File: config.mk
export PLATFORM = sky130hd
export DESIGN_NAME = hex_sum_lcd
export DESIGN_NICKNAME = d
export VERILOG_FILES = /design/src/rtl/hex_sum_lcd.sv
export SDC_FILE = /design/constraint.sdc
export NUM_CORES = 1
export LEC_CHECK = 0
export CAP_MARGIN = 5
export CORE_ASPECT_RATIO = 0.9
export CORE_MARGIN = 10
export CORE_UTILIZATION = 45
export CTS_CLUSTER_DIAMETER = 80
export CTS_CLUSTER_SIZE = 14
export DETAILED_ROUTE_END_ITERATION = 8
export PLACE_DENSITY = 0.77
export SYNTH_ARGS = -nofsm -noshare
export SYNTH_HDL_FRONTEND = slang
export SYNTH_SLANG_ARGS = --single-unit
File: constraint.sdc
create_clock -name clk -period 4.45 [get_ports clk]
set_input_delay 1.1125 -clock clk [delete_from_list [all_inputs] [get_ports clk]]
set_output_delay 1.1125 -clock clk [all_outputs]
set_load 0.01 [all_outputs]
File: src/rtl/hex_sum_lcd.sv
// Two-operand hex adder that drives an HD44780-style LCD over a 4-bit, write-only bus.
// The registered sum is shown as WIDTH/4+1 uppercase hex digits starting at DDRAM address 0x00.
module hex_sum_lcd #(
  parameter int WIDTH    = 8,
  parameter int PWR_CYC  = 750000,
  parameter int E_CYC    = 12,
  parameter int GAP_CYC  = 2000,
  parameter int LONG_CYC = 82000
) (
  input  logic             clk,
  input  logic             rst,
  input  logic [WIDTH-1:0] no,
  input  logic             push1,
  input  logic             push2,
  output logic             ledpin,
  output logic             busy,
  output logic             sf_e,
  output logic             lcd_e,
  output logic             lcd_rs,
  output logic             lcd_rw,
  output logic [3:0]       lcd_d
);
  localparam int D     = WIDTH / 4 + 1;
  localparam int CMAX0 = (PWR_CYC > LONG_CYC) ? PWR_CYC : LONG_CYC;
  localparam int CMAX1 = (CMAX0 > GAP_CYC) ? CMAX0 : GAP_CYC;
  localparam int CMAX  = (CMAX1 > E_CYC) ? CMAX1 : E_CYC;
  localparam int CW    = $clog2(CMAX + 1);
  localparam int IW    = 5;

  localparam logic [CW-1:0] C_PWR  = CW'(PWR_CYC - 1);
  localparam logic [CW-1:0] C_E    = CW'(E_CYC - 1);
  localparam logic [CW-1:0] C_GAP  = CW'(GAP_CYC - 1);
  localparam logic [CW-1:0] C_LONG = CW'(LONG_CYC - 1);
  localparam logic [IW-1:0] L_INIT = IW'(11);
  localparam logic [IW-1:0] L_ADDR = IW'(1);
  localparam logic [IW-1:0] L_DATA = IW'(2 * D - 1);

  typedef enum logic [2:0] {S_PWR_WAIT, S_INIT, S_IDLE, S_ADDR, S_DATA} state_t;
  typedef enum logic [1:0] {PH_SETUP, PH_EHI, PH_WAIT} phase_t;

  logic [WIDTH-1:0] r_a, r_b;
  logic [WIDTH:0]   r_sum, r_snap, w_snap_next, w_sum;
  logic             r_pend, w_pend_next, w_sum_chg;
  state_t           r_state, w_state_next;
  phase_t           r_ph, w_ph_next;
  logic [CW-1:0]    r_cnt, w_cnt_next, w_cnt_inc, w_wait_max;
  logic [IW-1:0]    r_idx, w_idx_next;
  logic             w_last, w_long;
  logic             r_lcd_e, r_lcd_rs, w_e_next, w_rs_next;
  logic [3:0]       r_lcd_d, w_d_next;

  // Nibble to place on the bus for a given sequencer position.
  function automatic logic [3:0] f_nib(input state_t s, input logic [IW-1:0] idx,
                                       input logic [WIDTH:0] snap);
    logic [4*D-1:0] pad;
    logic [3:0]     dig;
    logic [7:0]     chr;
    int             k;
    pad = '0;
    pad[WIDTH:0] = snap;
    dig = '0;
    k = D - 1 - int'(idx[IW-1:1]);
    for (int j = 0; j < D; j++) begin
      if (j == k) dig = pad[4*j +: 4];
    end
    chr = (dig < 4'd10) ? (8'h30 + {4'h0, dig}) : (8'h37 + {4'h0, dig});
    f_nib = 4'h0;
    case (s)
      S_INIT: begin
        case (idx)
          5'd0, 5'd1, 5'd2: f_nib = 4'h3;
          5'd3, 5'd4:       f_nib = 4'h2;
          5'd5:             f_nib = 4'h8;
          5'd7:             f_nib = 4'h6;
          5'd9:             f_nib = 4'hC;
          5'd11:            f_nib = 4'h1;
          default:          f_nib = 4'h0;
        endcase
      end
      S_ADDR:  f_nib = idx[0] ? 4'h0 : 4'h8;
      S_DATA:  f_nib = idx[0] ? chr[3:0] : chr[7:4];
      default: f_nib = 4'h0;
    endcase
  endfunction

  assign w_sum     = {1'b0, r_a} + {1'b0, r_b};
  assign w_sum_chg = (w_sum != r_sum);

  always_ff @(posedge clk) begin
    if (rst) begin
      r_a   <= '0;
      r_b   <= '0;
      r_sum <= '0;
    end else begin
      if (push1)      r_a <= no;
      else if (push2) r_b <= no;
      r_sum <= w_sum;
    end
  end

  assign w_cnt_inc  = (r_cnt == '1) ? r_cnt : r_cnt + CW'(1);
  assign w_long     = (r_state == S_INIT) && ((r_idx < IW'(4)) || (r_idx >= IW'(10)));
  assign w_wait_max = w_long ? C_LONG : C_GAP;
  assign w_last     = (r_state == S_INIT) ? (r_idx == L_INIT) :
                      (r_state == S_ADDR) ? (r_idx == L_ADDR) : (r_idx == L_DATA);

  always_comb begin
    w_state_next = r_state;
    w_ph_next    = r_ph;
    w_cnt_next   = r_cnt;
    w_idx_next   = r_idx;
    w_snap_next  = r_snap;
    w_pend_next  = r_pend | w_sum_chg;
    case (r_state)
      S_PWR_WAIT: begin
        if (r_cnt >= C_PWR) begin
          w_state_next = S_INIT;
          w_ph_next    = PH_SETUP;
          w_cnt_next   = '0;
          w_idx_next   = '0;
        end else begin
          w_cnt_next = w_cnt_inc;
        end
      end
      S_IDLE: begin
        // A change landing on this very edge keeps pending set for a follow-up pass.
        if (r_pend) begin
          w_snap_next  = r_sum;
          w_pend_next  = w_sum_chg;
          w_state_next = S_ADDR;
          w_ph_next    = PH_SETUP;
          w_cnt_next   = '0;
          w_idx_next   = '0;
        end
      end
      default: begin
        case (r_ph)
          PH_SETUP: begin
            w_ph_next  = PH_EHI;
            w_cnt_next = '0;
          end
          PH_EHI: begin
            if (r_cnt >= C_E) begin
              w_ph_next  = PH_WAIT;
              w_cnt_next = '0;
            end else begin
              w_cnt_next = w_cnt_inc;
            end
          end
          default: begin
            if (r_cnt >= w_wait_max) begin
              w_ph_next  = PH_SETUP;
              w_cnt_next = '0;
              if (w_last) begin
                w_idx_next = '0;
                case (r_state)
                  S_INIT: begin
                    w_state_next = S_IDLE;
                    w_pend_next  = 1'b1;
                  end
                  S_ADDR:  w_state_next = S_DATA;
                  default: w_state_next = S_IDLE;
                endcase
              end else begin
                w_idx_next = r_idx + IW'(1);
              end
            end else begin
              w_cnt_next = w_cnt_inc;
            end
          end
        endcase
      end
    endcase
    w_e_next  = (w_ph_next == PH_EHI);
    w_rs_next = (w_state_next == S_DATA);
    w_d_next  = f_nib(w_state_next, w_idx_next, w_snap_next);
  end

  always_ff @(posedge clk) begin
    if (rst) begin
      r_state  <= S_PWR_WAIT;
      r_ph     <= PH_SETUP;
      r_cnt    <= '0;
      r_idx    <= '0;
      r_snap   <= '0;
      r_pend   <= 1'b0;
      r_lcd_e  <= 1'b0;
      r_lcd_rs <= 1'b0;
      r_lcd_d  <= 4'h0;
    end else begin
      r_state  <= w_state_next;
      r_ph     <= w_ph_next;
      r_cnt    <= w_cnt_next;
      r_idx    <= w_idx_next;
      r_snap   <= w_snap_next;
      r_pend   <= w_pend_next;
      r_lcd_e  <= w_e_next;
      r_lcd_rs <= w_rs_next;
      r_lcd_d  <= w_d_next;
    end
  end

  assign ledpin = r_sum[WIDTH];
  assign busy   = !((r_state == S_IDLE) && !r_pend);
  assign sf_e   = 1'b1;
  assign lcd_rw = 1'b0;
  assign lcd_e  = r_lcd_e;
  assign lcd_rs = r_lcd_rs;
  assign lcd_d  = r_lcd_d;
endmodule
Yosys cells after proc, flatten, opt, wreduce, memory -nomap -nowiden
Memories as Yosys holds them, arrays and structs flattened.
Cells that the tools add are included.

storage, ports and cells
  register bits = 71
  ROM bits = 64
  output and inout bits = 10
  logic and storage cells = 98
  memories = 1

memory list
  memory           depth  bits a word  rd ports  clocked after memory_dff  write ports  RTL line  source
  (no name shown)  16     4            1         0                         0            70        case (idx)

cells by class
  add/sub/neg operators = 6
  magnitude comparators = 6
  equal/unequal tests = 16
  mux-type cells = 45
  bitwise gates (word level) = 2
  reduce and logical (&&, ||, !) cells = 10

operators with widths
  kind                                                                                  number
  20-bit 2-to-1 mux                                                                     5
  20-bit case mux with 2 select lines                                                   2
  32-bit logical NOT                                                                    1
  5-bit 2-to-1 mux                                                                      5
  4-bit 2-to-1 mux                                                                      6
  20-bit by 1-bit adder with 20-bit output, second input constant                       1
  20-bit equality test, second input constant                                           1
  20-bit by 17-bit greater-or-equal comparator with 1-bit output                        1
  20-bit greater-or-equal comparator, second input constant                             1
  20-bit by 4-bit greater-or-equal comparator with 1-bit output, second input constant  1
  3-bit 2-to-1 mux                                                                      6
  9-bit 2-to-1 mux                                                                      2
  17-bit 2-to-1 mux                                                                     1
  6-bit by 4-bit adder with 7-bit output, first input constant                          2
  4-bit case mux with 3 select lines                                                    1
  5-bit case mux with 2 select lines                                                    1
  8-bit by 8-bit adder with 9-bit output                                                1
  3-bit by 2-bit equality test with 1-bit output, second input constant                 3
  9-bit inequality test                                                                 1
  2-bit 2-to-1 mux                                                                      4
  2-bit case mux with 2 select lines                                                    2
  1-bit 2-to-1 mux                                                                      7
  7-bit 2-to-1 mux                                                                      1
  3-bit by 1-bit equality test with 1-bit output, second input constant                 2
  24 further kinds                                                                      27

Longest topological paths before layout
Gate-level depths: netlist of the first run.

  word-level depth = 17
  gate-level depth with buffers = 21
  gate-level depth less buffers = 19

Least setup slack after synthesis of the first run
OpenSTA, ideal clock, no wires.

  path type = register to register
  start point = reg r_state[2]
  end point = reg r_lcd_d[1], in the netlist lcd_d[1]
  library setup time = 0.062 ns
  arrival time = 4.414 ns
  required time = 4.388 ns
  path slack = -0.026 ns
  stages on the path, launching flop included = 18
  buffers on the path = 2
  clock period less this slack = 4.476 ns
  cells stage by stage = dfxtp_1 > clkbuf_1 > or3b_2 > or2_2 > inv_1 > ha_1 > a21o_1 > a211oi_1 > a2111oi_2 > o31ai_2 > nand3_1 > and4_1 > clkbuf_1 > o32ai_1 > nand2_1 > ha_1 > or4_1 > nand3_1

between the ends
  longest elaborated chain between the ends = 16
  elaborated cells between the ends (all ways) = 39
  those cells by class = 3 x add/sub; 2 x order compare; 8 x eq/ne; 22 x mux; 3 x reduce/logical; 1 x memory

RTL lines
  item                                                                                                              RTL line  source
  start: declaration                                                                                                44        state_t r_state, w_state_next;
  start signal: assignment                                                                                          191       r_state <= w_state_next;
  3-bit by 1-bit equality test with 1-bit output or 3-bit by 2-bit equality test with 1-bit output (tied branches)  --
  1-bit logical AND or 1-bit 2-to-1 mux (tied branches)                                                             102, 105
  17-bit 2-to-1 mux or 1-bit 2-to-1 mux (tied branches)                                                             103, 104
  20-bit by 17-bit greater-or-equal comparator with 1-bit output or 5-bit 2-to-1 mux (tied branches)                151, 154
  5-bit 2-to-1 mux                                                                                                  151       if (r_cnt >= w_wait_max) begin
  5-bit 2-to-1 mux                                                                                                  137       case (r_ph)
  5-bit case mux with 2 select lines                                                                                114       case (r_state)
  2-bit by 4-bit subtractor with 5-bit output                                                                       62        k = D - 1 - int'(idx[IW-1:1]);
  32-bit logical NOT                                                                                                64        if (j == k) dig = pad[4*j +: 4];
  4-bit 2-to-1 mux (3 in series)                                                                                    64
  6-bit by 4-bit adder with 7-bit output or 4-bit < comparator (tied branches)                                      66        chr = (dig < 4'd10) ? (8'h30 + {4'h0, dig}) : (8'h37 + {4'h0, dig});
  7-bit 2-to-1 mux                                                                                                  66
  4-bit 2-to-1 mux                                                                                                  81        S_DATA: f_nib = idx[0] ? chr[3:0] : chr[7:4];
  4-bit case mux with 3 select lines (*)                                                                            68        case (s)
  end signal: assignment                                                                                            199       r_lcd_d <= w_d_next;
  end: declaration                                                                                                  50        logic [3:0] r_lcd_d, w_d_next;

Every way passes the cells marked *; elsewhere a longest branch is shown, timed or not.
A chain may end at the register's enable or synchronous reset.

Final worst setup path of the first run
Ends and elaborated chain as after synthesis.

==> flow_summary_export.csv, run 1 <==
group,metric,value,unit
setup_path,crit_fanout,7,
logic_synthesis,async_flop_share,0,
detailed_routing,vias,3562,
sta,rsz0062_at_grt,"yes",
sta,worstMarginPinSlew,958,ps
logic_synthesis,yosys.area.top_type_share,0.347,
floorplan,fp.dieH,111,µm
layout,antenna_cells,0,
hold_path,holdCritPathClass,"reg2reg",
setup_path,start_kind,"flop",
global_route,groute.usage.overall,0.137,
global_route,grt_pass1_wl,15600,µm
sta,finalClockSkew,14.1,ps
sta,setup_viol,0,
layout,final_layout_size_suffix_gt1_frac,0.113,
sta,fin_ws,174,ps
logic_synthesis,avgSynthCellArea,8.25,µm²
setup_path,reg2reg_from,"r_state[2]$_SDFF_PP0_",
global_route,grt_remaining_overflow,0,
pwr,vdd.ir_drop.worst,0.000166,V
setup_path,critPathLaunch,"r_state[2]$_SDFF_PP0_",
setup_path,critPathCaptureType,"flop",
global_route,grt_max_degree,53,
clocking,numCtsBuffers,9,
sta,fmax,0.234,GHz
detailed_routing,routed_wl,9230,µm
layout,areaGrowthSynthToFinish,14.2,%
detailed_routing,ant_nets,0,
placement,io_buffer_count,19,
setup_path,crit_required,4750,ps
sta,fin_tns_setup,0,ps
clocking,clockBufferDepth,2,
placement,place_hpwl,6780,µm
logic_synthesis,syn-num-nets,530,
placement,gp_congestion,0.927,
setup_path,reg2regPathDepth,16,
setup_path,crit_chain,"or3b_2 -> or2_2 -> inv_2 -> ha_1 -> a21o_1 -> a211oi_1 -> a2111oi_2 -> o31a_1 -> nand2_1 -> and4_4 -> o21ai_0 -> o32ai_4 -> nand2_1 -> ha_1 -> or4_1 -> nand3_1",
logic_synthesis,ys_types,65,
detailed_routing,wl_per_cell,14.4,µm
sta,period_share,0.961,
setup_path,worst_path_max_delay_cell,"or4_1",
sta,slew_viol_final,0,
logic_synthesis,syn_inst,497,
run_status,status,"finished, final reports clean",
setup_path,crit_arrival,4580,ps
sta,period_needed,4280,ps
layout,final_cell_mix,"dfxtp_1, nor2_1, nand2_1",
setup_path,r2r_setup_slack,170,ps
logic_synthesis,ys_top_cells_by_area,"dfxtp_1, nor2_1, ha_1",
pwr,p_leak,1.84,nW
setup_path,worstReg2RegEnd,"lcd_d[1]$_SDFF_PP0_",
detailed_routing,via_per_inst,5.54,
floorplan,dieWidth,121,µm
logic_synthesis,synth_flop_cell,"dfxtp_1",
sta,finalHoldViolations,0,
detailed_routing,drc,0,
clocking,cts_hold_buf,0,
floorplan,rows,32,
clocking,cts_sinks,71,
floorplan,die-area,13300,µm²
setup_path,critPathMaxStageDelay,520,ps
setup_path,critPathCapture,"lcd_d[1]$_SDFF_PP0_",
pwr,powerDensity,271,nW/µm²
floorplan,start_util,0.470,
detailed_routing,drt_first_pass_iters,5,
logic_synthesis,synth-seq-cells,71,
layout,final_common_cell,"dfxtp_1",
setup_path,critPathKind,"reg2reg",
global_route,grt_pass1_vias,3372,
layout,num-nets-final,552,
clocking,cts_tree,"yes",
logic_synthesis,synth_edf_count,0,
logic_synthesis,syn_area,4100,µm²
layout,utilization,0.536,
placement,dp_slack,-17.4,ps
detailed_routing,drtIter0Drc,212,
floorplan,ios,22,
clocking,htree_num_levels,3,
logic_synthesis,yosys_warnings,0,
sta,slew_headroom,0.361,
logic_synthesis,synth_top_area_cell,"dfxtp_1",
job,cap_violations,0,
global_route,antenna_found_initial,0,
clocking,clk_latency,350,ps
floorplan,core-area,8730,µm²
clocking,cts.clk_slew.worst_paths,90,ps
clocking,clockRootBuffer,"clkbuf_8",
logic_synthesis,ys_seq_area_frac,0.347,
[kinds of logic (layout without fill, tap and decap cells)]
kind of cell / count (synthesis) / in the layout / synth area share
other cells: 2 / 2 / 0.00183
compound gates: 110 / 110 / 0.178
mux: 22 / 22 / 0.0543
buf+inv: 34 / 61 / 0.0354
flops: 71 / 71 / 0.347
xor+xnor: 31 / 31 / 0.0662
simple gates: 206 / 206 / 0.252
fa+ha+maj: 21 / 21 / 0.0659
[what timing repair did]
| action | CTS | global route |
|---|---|---|
| setup endpoints to repair | 2 | 4 |
| resized for setup | 0 | 11 |
| buffers inserted | 1 | 1 |
| endpoints found under the hold margin | 0 | 0 |
| pin swaps | 0 | 2 |
[cell usage after synthesis (11+ instances only)]
master and count:
nor2b_1 12, xor2_1 13, nand2_1 50, mux2i_1 20
clkbuf_1 18, dfxtp_1 71, nor3_1 14, nor2_1 69
nand3_1 17, ha_1 20, a21oi_1 34, o21ai_0 20
xnor2_1 18, inv_1 11
[layout make-up]
| cell class | instances | area, µm² |
|---|---|---|
| flip-flops and latches | 71 | 1420 |
| fillers | 859 | 4050 |
| clock buffers | 10 | 128 |
| repair buffers | 33 | 290 |
| clock inverters | 6 | 68.8 |
| well taps | 119 | 149 |
| multi-input cells | 392 | 2580 |
| inverters | 12 | 47.5 |
[power breakdown]
group | leakage, nW | internal (W) | switching [W]
registers | 0.577 | 0.000651 | 0.0000132
logic | 1.17 | 0.0000397 | 0.0000419
clock network | 0.0973 | 0.000263 | 0.000261
[state kept, by name, summed over array words and instances (netlist names)]
register  flops
r_cnt        20
r_snap        9
r_sum         9
r_a           8
r_b           8
r_idx         5
lcd_d         4
r_state       3
r_ph          2
lcd_e         1
lcd_rs        1
r_pend        1
[how the worst min path moves through the flow]
stage | from | to | slack [ps] | cells past startpoint
finish | r_b[4]$_SDFFE_PP0P_ | r_b[4]$_SDFFE_PP0P_ | 460 | 2
detailed placement | r_b[4]$_SDFFE_PP0P_ | r_b[4]$_SDFFE_PP0P_ | 450 | 2
global placement | r_b[3]$_SDFFE_PP0P_ | r_b[3]$_SDFFE_PP0P_ | 450 | 2
global route | r_b[6]$_SDFFE_PP0P_ | r_b[6]$_SDFFE_PP0P_ | 480 | 2
floorplan | r_b[0]$_SDFFE_PP0P_ | r_b[0]$_SDFFE_PP0P_ | 440 | 2
CTS | r_b[4]$_SDFFE_PP0P_ | r_b[4]$_SDFFE_PP0P_ | 470 | 2
[worst max-delay path, delay by kind of cell (launching register included)]
| family | cells | cell delay (ps) |
|---|---|---|
| and+or+nand+nor | 7 | 1950 |
| AOI/OAI and AO/OA | 6 | 1360 |
| adders and majority gates | 2 | 530 |
| DFF | 1 | 310 |
| buffers and inverters | 1 | 100 |
[metal layers]
metal	up-vias	track usage	routed length [µm]
met3	7	0.0269	474
met4	0	0.0456	101
li1	1813	-	-
met5	-	0	0
met2	103	0.226	4390
met1	1639	0.173	4270
[per-stage QoR]
stage / power [W] / hold slack (ps) / cell area (µm²) / std cells
2_1_floorplan: 0.000738 / 440 / 4110 / 497
3_3_place_gp: 0.000758 / 447 / 4430 / 625
3_5_place_dp: 0.000761 / 453 / 4430 / 625
4_1_cts: 0.00129 / 465 / 4640 / 642
5_1_grt: 0.00132 / 480 / 4680 / 643
6_report: 0.00127 / 462 / 4680 / 643
Power figures use the tool's default switching activity.
==> run 2, diff against run 1 <==
- CAP_MARGIN: 5 -> 10
==> results of run 2 <==
Final layout, timing and power as in run 1 (identical DEF).
==> run 3, diff against run 2 <==
- CORE_ASPECT_RATIO: 0.9 -> 1.1
==> flow_summary_export.csv, run 3 (same netlist as run 1, synthesis figures left out) <==
group,metric,value,unit
run_status,status,"finished, final reports clean",
layout,utilization,0.530,
detailed_routing,routed_wl,9260,µm
floorplan,fp.dieH,120,µm
detailed_routing,via_per_inst,5.71,
sta,slew_headroom,0.392,
layout,final_common_cell,"dfxtp_1",
layout,areaGrowthSynthToFinish,14.8,%
global_route,antenna_found_initial,0,
setup_path,crit_fanout,4,
placement,io_buffer_count,19,
clocking,clockBufferDepth,2,
clocking,cts.clk_slew.worst_paths,90,ps
global_route,grt_remaining_overflow,0,
detailed_routing,dr.max_layer_used,"met4",
setup_path,crit_required,4760,ps
pwr,vdd.ir_drop.worst,0.000179,V
clocking,cts_sinks,71,
floorplan,rows,36,
layout,num-nets-final,552,
global_route,grt_max_degree,53,
sta,fmax,0.239,GHz
sta,finalClockSkew,15.8,ps
clocking,numCtsBuffers,9,
pwr,powerDensity,272,nW/µm²
sta,finalHoldViolations,0,
sta,period_needed,4190,ps
sta,slew_viol_final,0,
detailed_routing,wl_per_cell,14.5,µm
setup_path,critPathCaptureType,"flop",
job,cap_violations,0,
placement,dpl_cell_area,4440,µm²
clocking,cts_tree,"yes",
global_route,grt_pass1_wl,15900,µm
layout,antenna_cells,0,
sta,worstMarginPinSlew,912,ps
sta,period_share,0.941,
hold_path,holdCritPathClass,"reg2reg",
detailed_routing,vias,3643,
floorplan,start_util,0.462,
pwr,p_leak,1.85,nW
detailed_routing,met1_length,3990,µm
global_route,grt_pass1_vias,3645,
detailed_routing,route.met3.wl,398,µm
layout,finalInstanceArea,4710,µm²
setup_path,critPathKind,"reg2reg",
layout,reg_top3,"r_cnt (20), r_snap (9), r_sum (9)",
setup_path,crit_arrival,4500,ps
clocking,clockRootBuffer,"clkbuf_8",
sta,setup_viol,0,
detailed_routing,drc,0,
global_route,groute.usage.overall,0.138,
layout,final_cell_mix,"dfxtp_1, nor2_1, nand2_1",
layout,largest-register,"r_cnt",
floorplan,ios,22,
clocking,htree_num_levels,3,
clocking,clk_latency,370,ps
placement,place_hpwl,6870,µm
floorplan,die-area,13300,µm²
detailed_routing,drt_first_pass_iters,5,
layout,final_layout_size_suffix_gt1_frac,0.118,
setup_path,start_kind,"flop",
placement,gp_congestion,0.880,
detailed_routing,drtIter0Drc,191,
floorplan,core-area,8870,µm²
detailed_routing,met2_length,4720,µm
floorplan,dieWidth,111,µm
sta,fin_tns_setup,0,ps
layout,largest_reg_flops,20,
detailed_routing,ant_nets,0,
==> run 3: per-stage QoR <==
stage,worst slack [ps],instances,hold slack (ps),power [W]
2_1_floorplan,52.4,497,440,0.000738
3_3_place_gp,180,621,446,0.000757
3_5_place_dp,46.6,621,453,0.000761
4_1_cts,11.2,637,464,0.00130
5_1_grt,-1.93,638,489,0.00133
6_report,264,638,463,0.00128
==> run 3: what timing repair did <==
item / 4_1_cts / 5_1_grt
buffers inserted: 0 / 1
endpoints found under the hold margin: 0 / 0
endpoints found under the setup margin: 0 / 4
gates resized for setup: 0 / 16
hold buffers: 0 / 0
==> run 3: path summary, 6_finish.rpt <==
path                    startpoint                  end  slack [ps]  cells after the start
max          r_state[0]$_SDFF_PP0_  lcd_d[1]$_SDFF_PP0_         260                     16
min            r_b[5]$_SDFFE_PP0P_  r_b[5]$_SDFFE_PP0P_         460                      2
max reg2reg  r_state[0]$_SDFF_PP0_  lcd_d[1]$_SDFF_PP0_         260                     16
min reg2reg    r_b[5]$_SDFFE_PP0P_  r_b[5]$_SDFFE_PP0P_         460                      2
==> run 3: area by class of cell <==
type	instances	area, µm²
sequential	71	1420
multi-input combinational	392	2600
inverter	12	47.5
tap	114	143
timing repair buffer	33	290
clock inverter	7	77.6
clock buffer	9	124
fill	818	4170
==> run 3: worst max-delay path, stage by stage (launching register included) <==
cell	delay (ps)
dfxtp_1	350
or3b_2	460
or2_2	350
inv_2	100
ha_1	150
and4b_1	210
o21ai_0	110
a2111oi_2	440
o31ai_2	150
or3_4	400
a21oi_2	190
mux2i_2	140
nor2b_4	150
inv_1	50
ha_1	280
or4_1	510
nand3_1	90
==> run 3: layer usage <==
metal | vias to the layer above | global-route usage
li1 | 1799 | -
met1 | 1737 | 0.148
met2 | 90 | 0.253
met3 | 17 | 0.0354
met4 | 0 | 0.0539
met5 | - | 0
==> run 3: where the power goes <==
group          total (W)  switching (W)  internal [W]
sequential      0.000664      0.0000128      0.000651
clock           0.000536       0.000271      0.000265
combinational  0.0000813      0.0000417     0.0000396
